==> src/rtl/blackjack_pkg.sv <==
// Shared types and constants for the blackjack input conditioner.
// Button indices double as the bit positions of the per-button press vector.
package blackjack_pkg;

    typedef enum logic [1:0] {
        ST_UNSEEDED = 2'd0,
        ST_LOAD     = 2'd1,
        ST_FIRE     = 2'd2,
        ST_SEEDED   = 2'd3
    } bj_state_t;

    localparam int unsigned BTN_HIT    = 0;
    localparam int unsigned BTN_STAND  = 1;
    localparam int unsigned BTN_DOUBLE = 2;
    localparam int unsigned BTN_START  = 3;
    localparam int unsigned NUM_BTN    = 4;

    localparam logic [15:0] SEED_MIX   = 16'hBEEF;
    localparam logic [15:0] SEED_SUBST = 16'h0001;

    // An all-zero seed would stall an LFSR-style generator in the core.
    function automatic logic [15:0] mix_seed(input logic [15:0] cnt);
        logic [15:0] mixed;
        mixed = cnt ^ SEED_MIX;
        return (mixed == 16'h0000) ? SEED_SUBST : mixed;
    endfunction

endpackage

==> src/rtl/blackjack_input_ctrl_if.sv <==
// Command/seed bundle between the input conditioner (master) and blackjack_core (slave).
interface blackjack_input_ctrl_if;

    logic        btn_hit;
    logic        btn_stand;
    logic        btn_double;
    logic        btn_start;
    logic        rng_load;
    logic [15:0] rng_seed;

    modport master (
        output btn_hit,
        output btn_stand,
        output btn_double,
        output btn_start,
        output rng_load,
        output rng_seed
    );

    modport slave (
        input btn_hit,
        input btn_stand,
        input btn_double,
        input btn_start,
        input rng_load,
        input rng_seed
    );

endinterface

==> src/rtl/bj_debounce.sv <==
// One push-button channel: 2-flop synchroniser, persistence counter, debounced level
// and a single-cycle press flag on its 0->1 transition.
module bj_debounce #(
    parameter int unsigned DEBOUNCE_CYCLES = 50000
) (
    input  logic clk,
    input  logic rst_n,
    input  logic raw,
    output logic press
);

    localparam int unsigned CW = $clog2(DEBOUNCE_CYCLES);
    localparam logic [CW-1:0] CNT_LAST = CW'(DEBOUNCE_CYCLES - 1);

    logic          sync_1;
    logic          sync_2;
    logic          db;
    logic          db_q;
    logic [CW-1:0] cnt;

    always_ff @(posedge clk) begin
        if (!rst_n) begin
            sync_1 <= 1'b0;
            sync_2 <= 1'b0;
            db     <= 1'b0;
            db_q   <= 1'b0;
            cnt    <= '0;
        end else begin
            sync_1 <= raw;
            sync_2 <= sync_1;
            db_q   <= db;
            // Any return to the accepted level restarts the persistence window.
            if (sync_2 == db) begin
                cnt <= '0;
            end else if (cnt == CNT_LAST) begin
                db  <= sync_2;
                cnt <= '0;
            end else begin
                cnt <= cnt + CW'(1);
            end
        end
    end

    assign press = db & ~db_q;

endmodule

==> src/rtl/blackjack_input_ctrl.sv <==
// Button conditioner and seed sequencer in front of blackjack_core.
// Define BJ_RESEED_EN to take a fresh seed on every start press instead of once per reset.
//
// state     | meaning
// UNSEEDED  | no seed issued since reset; start press captures a seed
// LOAD      | rng_load strobe is out; start pulse follows next
// FIRE      | btn_start strobe is out; presses are ignored
// SEEDED    | seed in place; presses forwarded as plain pulses
module blackjack_input_ctrl
    import blackjack_pkg::*;
#(
    parameter int unsigned DEBOUNCE_CYCLES = 50000
) (
    input  logic                  clk,
    input  logic                  rst_n,
    input  logic                  raw_hit,
    input  logic                  raw_stand,
    input  logic                  raw_double,
    input  logic                  raw_start,
    blackjack_input_ctrl_if.master cmd
);

`ifdef BJ_RESEED_EN
    localparam bit RESEED_EN = 1'b1;
`else
    localparam bit RESEED_EN = 1'b0;
`endif

    logic [NUM_BTN-1:0] raw_vec;
    logic [NUM_BTN-1:0] press;
    logic [NUM_BTN-1:0] grant;
    logic [15:0]        ent_cnt;
    bj_state_t          state;

    logic        btn_hit_q;
    logic        btn_stand_q;
    logic        btn_double_q;
    logic        btn_start_q;
    logic        rng_load_q;
    logic [15:0] rng_seed_q;

    assign raw_vec[BTN_HIT]    = raw_hit;
    assign raw_vec[BTN_STAND]  = raw_stand;
    assign raw_vec[BTN_DOUBLE] = raw_double;
    assign raw_vec[BTN_START]  = raw_start;

    for (genvar i = 0; i < NUM_BTN; i++) begin : g_btn
        bj_debounce #(
            .DEBOUNCE_CYCLES (DEBOUNCE_CYCLES)
        ) u_debounce (
            .clk   (clk),
            .rst_n (rst_n),
            .raw   (raw_vec[i]),
            .press (press[i])
        );
    end

    // Simultaneous presses: one winner, the rest are lost rather than queued.
    always_comb begin
        grant = '0;
        if (press[BTN_START]) begin
            grant[BTN_START] = 1'b1;
        end else if (press[BTN_STAND]) begin
            grant[BTN_STAND] = 1'b1;
        end else if (press[BTN_DOUBLE]) begin
            grant[BTN_DOUBLE] = 1'b1;
        end else if (press[BTN_HIT]) begin
            grant[BTN_HIT] = 1'b1;
        end
    end

    always_ff @(posedge clk) begin
        if (!rst_n) begin
            ent_cnt <= 16'h0000;
        end else begin
            ent_cnt <= ent_cnt + 16'd1;
        end
    end

    always_ff @(posedge clk) begin
        if (!rst_n) begin
            state        <= ST_UNSEEDED;
            btn_hit_q    <= 1'b0;
            btn_stand_q  <= 1'b0;
            btn_double_q <= 1'b0;
            btn_start_q  <= 1'b0;
            rng_load_q   <= 1'b0;
            rng_seed_q   <= 16'h0000;
        end else begin
            btn_hit_q    <= 1'b0;
            btn_stand_q  <= 1'b0;
            btn_double_q <= 1'b0;
            btn_start_q  <= 1'b0;
            rng_load_q   <= 1'b0;
            case (state)
                ST_UNSEEDED, ST_SEEDED: begin
                    if (grant[BTN_START]) begin
                        if (state == ST_UNSEEDED || RESEED_EN) begin
                            rng_seed_q <= mix_seed(ent_cnt);
                            rng_load_q <= 1'b1;
                            state      <= ST_LOAD;
                        end else begin
                            btn_start_q <= 1'b1;
                        end
                    end
                    btn_stand_q  <= grant[BTN_STAND];
                    btn_double_q <= grant[BTN_DOUBLE];
                    btn_hit_q    <= grant[BTN_HIT];
                end
                ST_LOAD: begin
                    btn_start_q <= 1'b1;
                    state       <= ST_FIRE;
                end
                ST_FIRE: begin
                    state <= ST_SEEDED;
                end
                default: begin
                    state <= ST_UNSEEDED;
                end
            endcase
        end
    end

    assign cmd.btn_hit    = btn_hit_q;
    assign cmd.btn_stand  = btn_stand_q;
    assign cmd.btn_double = btn_double_q;
    assign cmd.btn_start  = btn_start_q;
    assign cmd.rng_load   = rng_load_q;
    assign cmd.rng_seed   = rng_seed_q;

endmodule

==> src/flat_wrapper.sv <==
// flat-port wrapper written by rule: the top's interface ports become plain ports
module blackjack_input_ctrl_flat import blackjack_pkg::*;
#(
    parameter int unsigned DEBOUNCE_CYCLES = 50000
)
  (clk, rst_n, raw_hit, raw_stand, raw_double, raw_start, cmd_btn_hit, cmd_btn_stand, cmd_btn_double, cmd_btn_start, cmd_rng_load, cmd_rng_seed);
  blackjack_input_ctrl_if cmd_i ();
  input  logic clk;
  input  logic rst_n;
  input  logic raw_hit;
  input  logic raw_stand;
  input  logic raw_double;
  input  logic raw_start;
  output wire logic [$bits(cmd_i.btn_hit)-1:0] cmd_btn_hit;
  output wire logic [$bits(cmd_i.btn_stand)-1:0] cmd_btn_stand;
  output wire logic [$bits(cmd_i.btn_double)-1:0] cmd_btn_double;
  output wire logic [$bits(cmd_i.btn_start)-1:0] cmd_btn_start;
  output wire logic [$bits(cmd_i.rng_load)-1:0] cmd_rng_load;
  output wire logic [$bits(cmd_i.rng_seed)-1:0] cmd_rng_seed;
  assign cmd_btn_hit = cmd_i.btn_hit;
  assign cmd_btn_stand = cmd_i.btn_stand;
  assign cmd_btn_double = cmd_i.btn_double;
  assign cmd_btn_start = cmd_i.btn_start;
  assign cmd_rng_load = cmd_i.rng_load;
  assign cmd_rng_seed = cmd_i.rng_seed;
  blackjack_input_ctrl #(.DEBOUNCE_CYCLES(DEBOUNCE_CYCLES)) u_core (.clk(clk), .rst_n(rst_n), .raw_hit(raw_hit), .raw_stand(raw_stand), .raw_double(raw_double), .raw_start(raw_start), .cmd(cmd_i));
endmodule
==> config.mk <==
export PLATFORM = sky130hd
export DESIGN_NAME = blackjack_input_ctrl_flat
export DESIGN_NICKNAME = d
export VERILOG_FILES = /design/src/rtl/blackjack_pkg.sv /design/src/rtl/blackjack_input_ctrl_if.sv /design/src/rtl/bj_debounce.sv /design/src/rtl/blackjack_input_ctrl.sv /design/src/flat_wrapper.sv
export SDC_FILE = /design/constraint.sdc
export NUM_CORES = 1
export LEC_CHECK = 0
export CAP_MARGIN = 25
export CORE_ASPECT_RATIO = 2
export CORE_MARGIN = 2
export CORE_UTILIZATION = 59
export DETAILED_ROUTE_END_ITERATION = 6
export PLACE_DENSITY_LB_ADDON = 0.12
export REMOVE_ABC_BUFFERS = 1
export SETUP_SLACK_MARGIN = 0.4
export SLEW_MARGIN = 10
export SYNTH_ARGS = -nofsm -noshare
export SYNTH_HDL_FRONTEND = slang
export SYNTH_SLANG_ARGS = --single-unit
==> constraint.sdc <==
create_clock -name clk -period 2.6 [get_ports clk]
set_clock_uncertainty 0.05 [all_clocks]
set_input_delay 0.52 -clock clk [delete_from_list [all_inputs] [get_ports clk]]
set_output_delay 0.52 -clock clk [all_outputs]
set_load 0.05 [all_outputs]
==> results of run 1 <==
## area by class of cell
cell class,count,share of cell area
timing repair buffer,29,0.0475
tap,98,0.0210
sequential,119,0.408
inverter,15,0.00964
multi-input combinational,384,0.421
clock buffer,26,0.0906
clock inverter,3,0.00257
## cells in the mapped netlist
library cell	n
nand4bb_4	1
or3_1	3
a21boi_0	5
clkbuf_1	13
nand2_1	39
nor4_1	14
nand3_1	31
nand4_1	23
nor4b_1	3
xor2_1	21
xnor2_1	47
or2_2	2
and4b_1	1
nand2b_1	4
nor4bb_1	4
or4b_2	1
inv_1	15
a21oi_1	3
and4_1	6
and3_1	5
nor3b_1	3
nor2b_1	8
a31oi_1	1
buf_8	1
nand3_4	1
o21ai_0	5
or4_4	1
ha_1	10
and2_1	24
or4_1	2
nand3b_1	1
dfxtp_1	119
a32o_1	1
o31ai_1	1
mux2i_1	7
nor2_1	73
o211a_1	12
nand4b_1	2
nor3_1	19
## through the flow
stage / std cells / hold WS (ns) / cell area (µm²)
floorplan: 518 / 0.324 / 4900
global placement: 645 / 0.332 / 5300
detailed placement: 645 / 0.343 / 5300
CTS: 674 / 0.351 / 5840
global route: 674 / 0.361 / 5840
finish: 674 / 0.349 / 5840
## sequential cells by signal, summed over array words and instances, names as in the netlist
signal,cells
u_core.cmd.btn_hit,1
u_core.cmd.btn_double,1
u_core.cmd.btn_start,1
u_core.g_btn.u_debounce.db_q,4
u_core.g_btn.u_debounce.db,4
u_core.g_btn.u_debounce.sync_1,4
u_core.cmd.btn_stand,1
u_core.cmd.rng_load,1
u_core.state,2
u_core.g_btn.u_debounce.cnt,64
u_core.g_btn.u_debounce.sync_2,4
u_core.cmd.rng_seed,16
u_core.ent_cnt,16
## power by group
group / internal (µW) / total (µW) / leakage, µW / switching [µW]
logic: 63.2 / 151 / 0.000897 / 88.0
clock network: 1370 / 2110 / 0.000274 / 738
registers: 1850 / 1880 / 0.000961 / 23.3
## cells by family (layout without fill, tap and decap cells)
family,Yosys count,after routing,share of synthesized area
buffers and inverters,29,73,0.0242
flip-flops,119,119,0.480
multiplexers,7,7,0.0141
XOR/XNOR,68,68,0.120
AND/OR/NAND/NOR,271,271,0.292
adder cells (fa/ha/maj),10,10,0.0252
AO/OA/AOI/OAI,28,28,0.0446
## worst min path at each step
stage                                                           from                            end  slack (ns)
after floorplan           u_core.g_btn[0].u_debounce.db_q$_SDFF_PN0_  u_core.cmd.btn_hit$_SDFF_PP0_        0.32
after global placement    u_core.g_btn[0].u_debounce.db_q$_SDFF_PN0_  u_core.cmd.btn_hit$_SDFF_PP0_        0.33
after detailed placement  u_core.g_btn[0].u_debounce.db_q$_SDFF_PN0_  u_core.cmd.btn_hit$_SDFF_PP0_        0.34
after CTS                 u_core.g_btn[0].u_debounce.db_q$_SDFF_PN0_  u_core.cmd.btn_hit$_SDFF_PP0_        0.35
after global routing      u_core.g_btn[0].u_debounce.db_q$_SDFF_PN0_  u_core.cmd.btn_hit$_SDFF_PP0_        0.36
final                     u_core.g_btn[0].u_debounce.db_q$_SDFF_PN0_  u_core.cmd.btn_hit$_SDFF_PP0_        0.35
## worst reg2reg max path: cells and delay by family, from the launching register on
family | cells | cell delay [ns]
flip-flops | 1 | 0.37
AND/OR/NAND/NOR | 4 | 1.18
adder cells (fa/ha/maj) | 1 | 0.20
## metal layers
metal	share of wire	global-route usage	vias up
met5	0	0	-
met4	0.026	0.112	0
met3	0.026	0.0625	20
met2	0.54	0.385	48
met1	0.41	0.226	1756
li1	-	-	1896
==> metrics.md, run 1 <==
| Metric | Value |
|---|---|
| Status | `finished, final reports clean` |
| N_diodes | `0` |
| Worst setup SP type | `flip-flop` |
| DRC errors left | `0` |
| Top-area cell type share of the netlist area | `0.480` |
| Critical path origin | `u_core.cmd.rng_seed[8]$_SDFFE_PN0P_` |
| IO Pins | `27` |
| Largest net degree at the start of global routing | `29` |
| Sequential standard cell area | `2380 µm²` |
| Hold Crit Depth | `1` |
| R2R depth | `5` |
| Bufs and invs on worst path | `1` |
| RR Startpoint | `u_core.g_btn[2].u_debounce.cnt[0]$_SDFF_PP0_` |
| Final setup margin | `0.465 ns` |
| Flops & latches, synth | `119` |
| Core Util, Final | `0.710` |
| Pre-Repair DR Iteration Count | `4` |
| Synthesized area | `4960 µm²` |
| Max Cap Viol | `0` |
| Initial antenna violation count | `0` |
| Final Power | `4140 µW` |
| Multi-input gate area | `2460 µm²` |
| First-pass GRT wire length | `15,400 µm` |
| Crit path capture type | `output pin` |
| Final Hold Viols | `0` |
| GPL Wtd Cong | `0.806` |
| Die W | `68.9 µm` |
| Ys Warns | `0` |
| Vert. Die Dim | `134 µm` |
| Area contributors post-synth | `dfxtp_1, xnor2_1, nor2_1` |
| Register area share after synthesis | `0.480` |
| H-tree depth | `4` |
| Min-delay worst type | `flip-flop to flip-flop` |
| Ratio of cells with drive above 1 in the final layout | `0.0642` |
| Hpwl dp | `6170 µm` |
| Final WL | `8910 µm` |
| Setup Viol. Count Final | `0` |
| Routed Antenna Nets | `0` |
| Total grt overflow | `0` |
| Clock sinks | `119` |
| Post-CTS Resized | `0` |
| Die Area | `9200 µm²` |
| Critical setup path kind | `flip-flop to output pin` |
| Most common cell after layout, fill and taps aside | `dfxtp_1` |
| Period minus WS final | `2.14 ns` |
| Number of max-slew violations in the final report | `0` |
| Critical path depth in cells | `1` |
| CP Max Fanout | `2` |
| Tot GR Track Use | `0.220` |
| CP top delay family | `buffers and inverters` |
| CTS Hold Bufs | `0` |
| Unique masters post-synth | `39` |
| Nets@finish | `582` |
| CP endpoint | `cmd_rng_seed[8]` |
| Clk Tree Root Cell | `clkbuf_16` |
| Via density | `5.52` |
| F_max | `0.468 GHz` |
| Fin crit share | `0.821` |
| Max clock buf depth | `2` |
| Least-Margin Pin Slew | `0.607 ns` |
| Vias | `3,720` |
| Most frequent cells in the layout | `dfxtp_1, nor2_1, xnor2_1, nand2_1, nand3_1` |
| Clock latency on the worst-skew pair | `0.40 ns` |
| DRT iter0 DRCs | `119` |
| Filler Cells Inserted | `653` |
| Crit-path slowest cell | `clkdlybuf4s50_1` |
| Synth-to-Final Area Change | `17.8%` |
| Mapped Cells | `532` |
| RSZ-0062 raised after global routing | `false` |
| WP data required | `2.03 ns` |
| Cell Rows | `47` |
| Core box area | `8230 µm²` |
| P per Cell Area | `708 nW/µm²` |
| Max VDD drop | `0.595 mV` |
| Capturing point of the worst reg2reg path | `u_core.g_btn[2].u_debounce.cnt[7]$_SDFF_PP0_` |
| Avg Cell Area, Syn | `9.33 µm²` |
| Worst-path clk slew | `0.05 ns` |
| Post-CTS setup repair buffer count | `0` |
| Vias in the first global route | `3,652` |
| Post-synth top area cell | `dfxtp_1` |
| Data arrival, critical path | `1.57 ns` |
| CP cell instances | `clkdlybuf4s50_1` |
| R2R setup slack | `0.66 ns` |
| Place WS | `0.675 ns` |
| CTS Buf Count | `17` |
| Max stage delay on crit path | `0.82 ns` |
| Number of buffers added on ports | `26` |
| CTS tree | `done` |
| Rel. slew slack | `0.594` |
| P_leak | `0.00213 µW` |
| Fin Setup TNS | `0 ns` |
| Initial core utilization | `0.603` |
| WL/cell | `13.2 µm` |
No activity file was read; power rests on OpenSTA's default activity.
==> run 2, diff against run 1 <==
clock period = 2.1 ns   (was 2.6 ns; I/O delays follow)
==> run 2 against run 1 <==
Compared with the run above: sequential power rose by 23%; sequential cell count unchanged; first-iteration DRC count up 58%; critical path type is now flip-flop to flip-flop; critical endpoint is now u_core.g_btn[1].u_debounce.db$_SDFFE_PN0P_; largest power group unchanged; highest routed layer unchanged.
==> metrics.md, run 2 (synthesis gave the netlist of run 1 again) <==
| Metric | Value |
|---|---|
| Period minus WS final | `1.73 ns` |
| Number of max-slew violations in the final report | `0` |
| Vert. Die Dim | `134 µm` |
| Place WS | `0.230 ns` |
| Core Util, Final | `0.750` |
| Max stage delay on crit path | `0.49 ns` |
| N_diodes | `0` |
| Design area | `6170 µm²` |
| Worst-path clk slew | `0.05 ns` |
| Most frequent cells in the layout | `dfxtp_1, nor2_1, xnor2_1, nand2_1, nand3_1` |
| Final Power | `5510 µW` |
| Status | `finished, final reports clean` |
| CP top delay family | `simple AND/OR/NAND/NOR gates` |
| Number of buffers added on ports | `26` |
| Fin crit share | `0.822` |
| P_leak | `0.00226 µW` |
| R2R depth | `4` |
| Data arrival, critical path | `1.97 ns` |
| Vias | `3,871` |
| Area after DPL | `5360 µm²` |
| Most flops, register | `u_core.g_btn.u_debounce.cnt` |
| P per Cell Area | `892 nW/µm²` |
| Rel. slew slack | `0.638` |
| DRC errors left | `0` |
| Most common cell after layout, fill and taps aside | `dfxtp_1` |
| Ratio of cells with drive above 1 in the final layout | `0.181` |
| Capturing point of the worst reg2reg path | `u_core.g_btn[1].u_debounce.db$_SDFFE_PN0P_` |
| F_max | `0.579 GHz` |
| RR Startpoint | `u_core.g_btn[1].u_debounce.cnt[11]$_SDFF_PP0_` |
| Final setup margin | `0.374 ns` |
| Max VDD drop | `0.791 mV` |
| Cell Rows | `47` |
| Synth-to-Final Area Change | `24.4%` |
| CP Max Fanout | `3` |
| CTS tree | `done` |
| Max clock buf depth | `2` |
| Setup Viol. Count Final | `0` |
| RSZ-0062 raised after global routing | `true` |
| Max Cap Viol | `0` |
| Critical setup path kind | `flip-flop to flip-flop` |
| Largest net degree at the start of global routing | `28` |
| Core box area | `8230 µm²` |
| Hpwl dp | `6200 µm` |
| Initial core utilization | `0.603` |
| Crit path capture type | `flip-flop` |
| Hold Crit Depth | `2` |
| Hold Path End | `u_core.state[0]$_SDFFE_PN0P_` |
| First-pass GRT wire length | `16,200 µm` |
| Hold path start | `rst_n` |
| Die W | `68.9 µm` |
| Clock latency on the worst-skew pair | `0.41 ns` |
| Worst setup SP type | `flip-flop` |
| Clock sinks | `119` |
| Fin Setup TNS | `0 ns` |
| Largest register FFs | `64` |
| WL/cell | `14.4 µm` |
| WP data required | `2.34 ns` |
| Nets@finish | `600` |
| Crit-path slowest cell | `or4_1` |
| Via density | `5.57` |
| Least-Margin Pin Slew | `0.541 ns` |
| CTS Hold Bufs | `0` |
| CP cell instances | `or4_1 -> or4_4 -> mux2i_1 -> nor2b_1` |
| Die Area | `9200 µm²` |
| Final WL | `10,000 µm` |
| Clk Tree Root Cell | `clkbuf_16` |
| Min-delay worst type | `input port to flip-flop` |
| Critical path depth in cells | `4` |
| DRT iter0 DRCs | `188` |
| Pre-Repair DR Iteration Count | `4` |
| Total grt overflow | `0` |
| Vias in the first global route | `3,852` |
| CTS Buf Count | `17` |
| Bufs and invs on worst path | `0` |
| Tot GR Track Use | `0.231` |
| Routed Antenna Nets | `0` |
| Final Hold Viols | `0` |
| IO Pins | `27` |
| Initial antenna violation count | `0` |
| GPL Wtd Cong | `0.879` |
| H-tree depth | `4` |
| R2R setup slack | `0.37 ns` |
run 2: cell types whose count changed in the layout (fill, tap and decap cells not counted), sizes merged:
cell           before  now
clkbuf             26   28
bufinv              0    4
clkdlybuf4s50      25    4
clkdlybuf4s15       0   15
clkinv              3    6
buf                 4   21
nand3              32   33
run 2: how the worst max path moves through the flow:
stage,start,endpoint,slack (ns)
4_1_cts,u_core.cmd.rng_seed[8]$_SDFFE_PN0P_,cmd_rng_seed[8],0.32
2_1_floorplan,u_core.g_btn[1].u_debounce.cnt[12]$_SDFF_PP0_,u_core.g_btn[1].u_debounce.cnt[10]$_SDFF_PP0_,0.34
3_3_place_gp,u_core.g_btn[1].u_debounce.cnt[12]$_SDFF_PP0_,u_core.g_btn[1].u_debounce.cnt[6]$_SDFF_PP0_,0.27
3_5_place_dp,u_core.g_btn[1].u_debounce.cnt[12]$_SDFF_PP0_,u_core.g_btn[1].u_debounce.cnt[14]$_SDFF_PP0_,0.23
5_1_grt,u_core.g_btn[1].u_debounce.cnt[12]$_SDFF_PP0_,u_core.g_btn[1].u_debounce.db$_SDFFE_PN0P_,0.28
6_report,u_core.g_btn[1].u_debounce.cnt[11]$_SDFF_PP0_,u_core.g_btn[1].u_debounce.db$_SDFFE_PN0P_,0.37
run 2: layer usage:
metal	wire, µm	vias up	global-route usage
li1	-	1943	-
met1	4030	1861	0.234
met2	5590	55	0.413
met3	270	12	0.0743
met4	150	0	0.0926
met5	0	-	0
run 2: stage by stage:
stage | hold WS [ns] | instances
after detailed placement | 0.343 | 652
after global routing | 0.350 | 695
after global placement | 0.336 | 652
after CTS | 0.342 | 687
after floorplan | 0.324 | 518
final | 0.331 | 695
run 2: power by group:
part / switching (µW) / internal, µW / total (µW) / leakage [µW]
Sequential: 28.8 / 2290 / 2320 / 0.000967
Clock: 954 / 2030 / 2990 / 0.000307
Combinational: 116 / 81.6 / 198 / 0.000986
Total: 1100 / 4410 / 5510 / 0.00226
run 2: worst reg2reg max path: cells and delay by family, from the launching register on:
family / cells / cell delay, ns
and+or+nand+nor: 3 / 1.05
DFF: 1 / 0.33
muxes: 1 / 0.19
run 2: area by class of cell:
type	count	area, µm²
Tap cell	98	123
Clock buffer	22	464
Inverter	15	56.3
Fill cell	626	2060
Timing Repair Buffer	46	407
Clock inverter	10	150
Sequential cell	119	2400
Multi-Input combinational cell	385	2570
run 2: repair_timing:
action,in CTS,in global routing
resized for setup,64,36
setup buffers,2,8
hold endpoints to repair,0,0
pin swaps,2,21
cloned,1,0
setup endpoints to repair,45,57
==> run 3, diff against run 2 <==
CORE_UTILIZATION = 53   (was 59)
clock period = 1.4 ns   (was 2.1 ns; I/O delays follow)
==> run 3 against run 2 <==
Compared with the run above: the flow now finishes with violations (negative setup slack); cell count grew 20%; hold slack lost 0.18 ns; via count grew 41%; clock power grew 51%; largest cell class unchanged; die area grew 11%; critical path depth grew 1; setup slack lost 1.6 ns; register-to-register slack lost 1.6 ns; power grew 63%; sequential share of layout area shrank 10 points; non-clock buffer count grew 138; first-iteration DRC count grew 130%.
==> metrics.md, run 3 (synthesis gave the netlist of run 1 again) <==
| Metric | Value |
|---|---|
| Die Area | `10,200 µm²` |
| Worst-path clk slew | `0.06 ns` |
| Most common cell after layout, fill and taps aside | `buf_4` |
| Tot GR Track Use | `0.316` |
| H-tree depth | `4` |
| Switching Fraction | `0.250` |
| Nets@finish | `738` |
| Min-delay worst type | `input port to flip-flop` |
| Design area | `8690 µm²` |
| Setup Viol. Count Final | `88` |
| Cell Rows | `50` |
| Fin crit share | `1.84` |
| WP data required | `1.66 ns` |
| Period minus WS final | `2.58 ns` |
| Clock Power Share | `0.500` |
| Max VDD drop | `1.39 mV` |
| Area after DPL | `6370 µm²` |
| WL/cell | `26.6 µm` |
| N_diodes | `0` |
| Synth-to-Final Area Change | `75.2%` |
| P_leak | `0.00347 µW` |
| P per Cell Area | `1030 nW/µm²` |
| Final WL | `22,200 µm` |
| Clock sinks | `119` |
| Sequential power share | `0.386` |
| Vert. Die Dim | `141 µm` |
| Final Hold Viols | `0` |
| Hpwl dp | `7750 µm` |
| Worst setup SP type | `flip-flop` |
| RSZ-0062 raised after global routing | `true` |
| Gate power share | `0.115` |
| Ratio of cells with drive above 1 in the final layout | `0.570` |
| Core Util, Final | `0.939` |
| Vias in the first global route | `5,177` |
| Switching pwr | `2240 µW` |
| Vias | `5,465` |
| GPL Wtd Cong | `0.900` |
| First-pass GRT wire length | `24,900 µm` |
| Core box area | `9260 µm²` |
| Critical setup path kind | `flip-flop to flip-flop` |
| DRT iter0 DRCs | `439` |
| IO Pins | `27` |
| Failing checks | `negative setup slack` |
| CTS Buf Count | `17` |
| Rel. slew slack | `0.172` |
| Data arrival, critical path | `2.84 ns` |
| Status | `complete, but fails checks` |
| Sequential standard cell area | `2490 µm²` |
| Largest register FFs | `64` |
| Clock latency on the worst-skew pair | `0.43 ns` |
| Max clock buf depth | `2` |
| Most frequent cells in the layout | `buf_4, dfxtp_1, dfxtp_2, xnor2_1, buf_6` |
| Largest net degree at the start of global routing | `34` |
| Total grt overflow | `0` |
| CTS tree | `done` |
| Least-Margin Pin Slew | `1.23 ns` |
| Via density | `6.53` |
| Initial antenna violation count | `0` |
| Most flops, register | `u_core.g_btn.u_debounce.cnt` |
| Number of buffers added on ports | `26` |
| Die W | `72.4 µm` |
| F_max | `0.388 GHz` |
| DRC errors left | `0` |
| Max Cap Viol | `0` |
| Internal | `6750 µW` |
| Clk Tree Root Cell | `clkbuf_16` |
| Initial core utilization | `0.536` |
| Number of max-slew violations in the final report | `0` |
| Pre-Repair DR Iteration Count | `5` |
| Crit path capture type | `flip-flop` |
| Final setup margin | `-1.18 ns` |
| Filler Cells Inserted | `272` |
| CP Max Fanout | `8` |
| Multi-input gate area | `3470 µm²` |
| Routed Antenna Nets | `0` |
-- run 3: cell types whose count changed in the layout (fill, tap and decap cells not counted), sizes merged --
cell           before  now
buf                21  179
clkbuf             28   21
bufinv              4    3
clkdlybuf4s15      15    0
clkinv              6    5
clkinvlp            0    2
-- run 3: path summary, 6_finish.rpt --
kind                                                              startpoint                                           end  slack, ns  cells past startpoint
worst max-delay path            u_core.g_btn[0].u_debounce.cnt[9]$_SDFF_PP0_  u_core.g_btn[0].u_debounce.cnt[7]$_SDFF_PP0_      -1.18                      5
worst min register to register    u_core.g_btn[0].u_debounce.db_q$_SDFF_PN0_                 u_core.cmd.btn_hit$_SDFF_PP0_       0.40                      1
worst min-delay path                                                   rst_n           u_core.cmd.rng_seed[9]$_SDFFE_PN0P_       0.15                      2
worst max register to register  u_core.g_btn[0].u_debounce.cnt[9]$_SDFF_PP0_  u_core.g_btn[0].u_debounce.cnt[7]$_SDFF_PP0_      -1.18                      5
-- run 3: cell type report --
cell class	instances	area share
Clock inverter	10	0.0150
Sequential cell	119	0.287
Inverter	15	0.00648
Timing Repair Buffer	184	0.227
Clock buffer	20	0.0514
Multi-Input combinational cell	385	0.399
Tap cell	104	0.0150
-- run 3: what timing repair did --
item,in CTS,in global routing
gates cloned,4,1
resized for setup,192,147
setup buffers,22,20
endpoints found under the setup margin,126,126
pin swaps,79,70
hold buffers,0,0
-- run 3: critical path, cell delays in order (launching register included) --
cell and delay, ns:
dfxtp_1 0.43, nor4b_1 1.01, nand4_1 0.43, nand3_2 0.29
buf_12 0.20, nor2_4 0.04
-- run 3: metrics by stage --
| step | instances | TNS [ns] | hold slack (ns) | worst slack, ns | total power [µW] |
|---|---|---|---|---|---|
| 2_1_floorplan | 518 | -15.67 | 0.324 | -0.365 | 3740 |
| 3_3_place_gp | 760 | -8.76 | 0.335 | -0.393 | 3930 |
| 3_5_place_dp | 760 | -9.35 | 0.338 | -0.410 | 3960 |
| 4_1_cts | 816 | -5.61 | 0.144 | -0.360 | 8520 |
| 5_1_grt | 837 | -33.10 | 0.172 | -1.10 | 9150 |
| 6_report | 837 | -32.09 | 0.153 | -1.18 | 8990 |
-- run 3: power groups by stage --
stage	logic, µW	clock network, µW	registers [µW]
floorplan	171	0	3560
global placement	402	0	3530
detailed placement	420	0	3540
CTS	710	4340	3480
global route	1060	4610	3470
finish	1030	4500	3470
-- run 3: per-layer routing --
layer / GRT usage / wire length, µm
met1: 0.311 / 7110
met2: 0.590 / 11700
met3: 0.0729 / 1670
met4: 0.165 / 1780
met5: 0 / 0
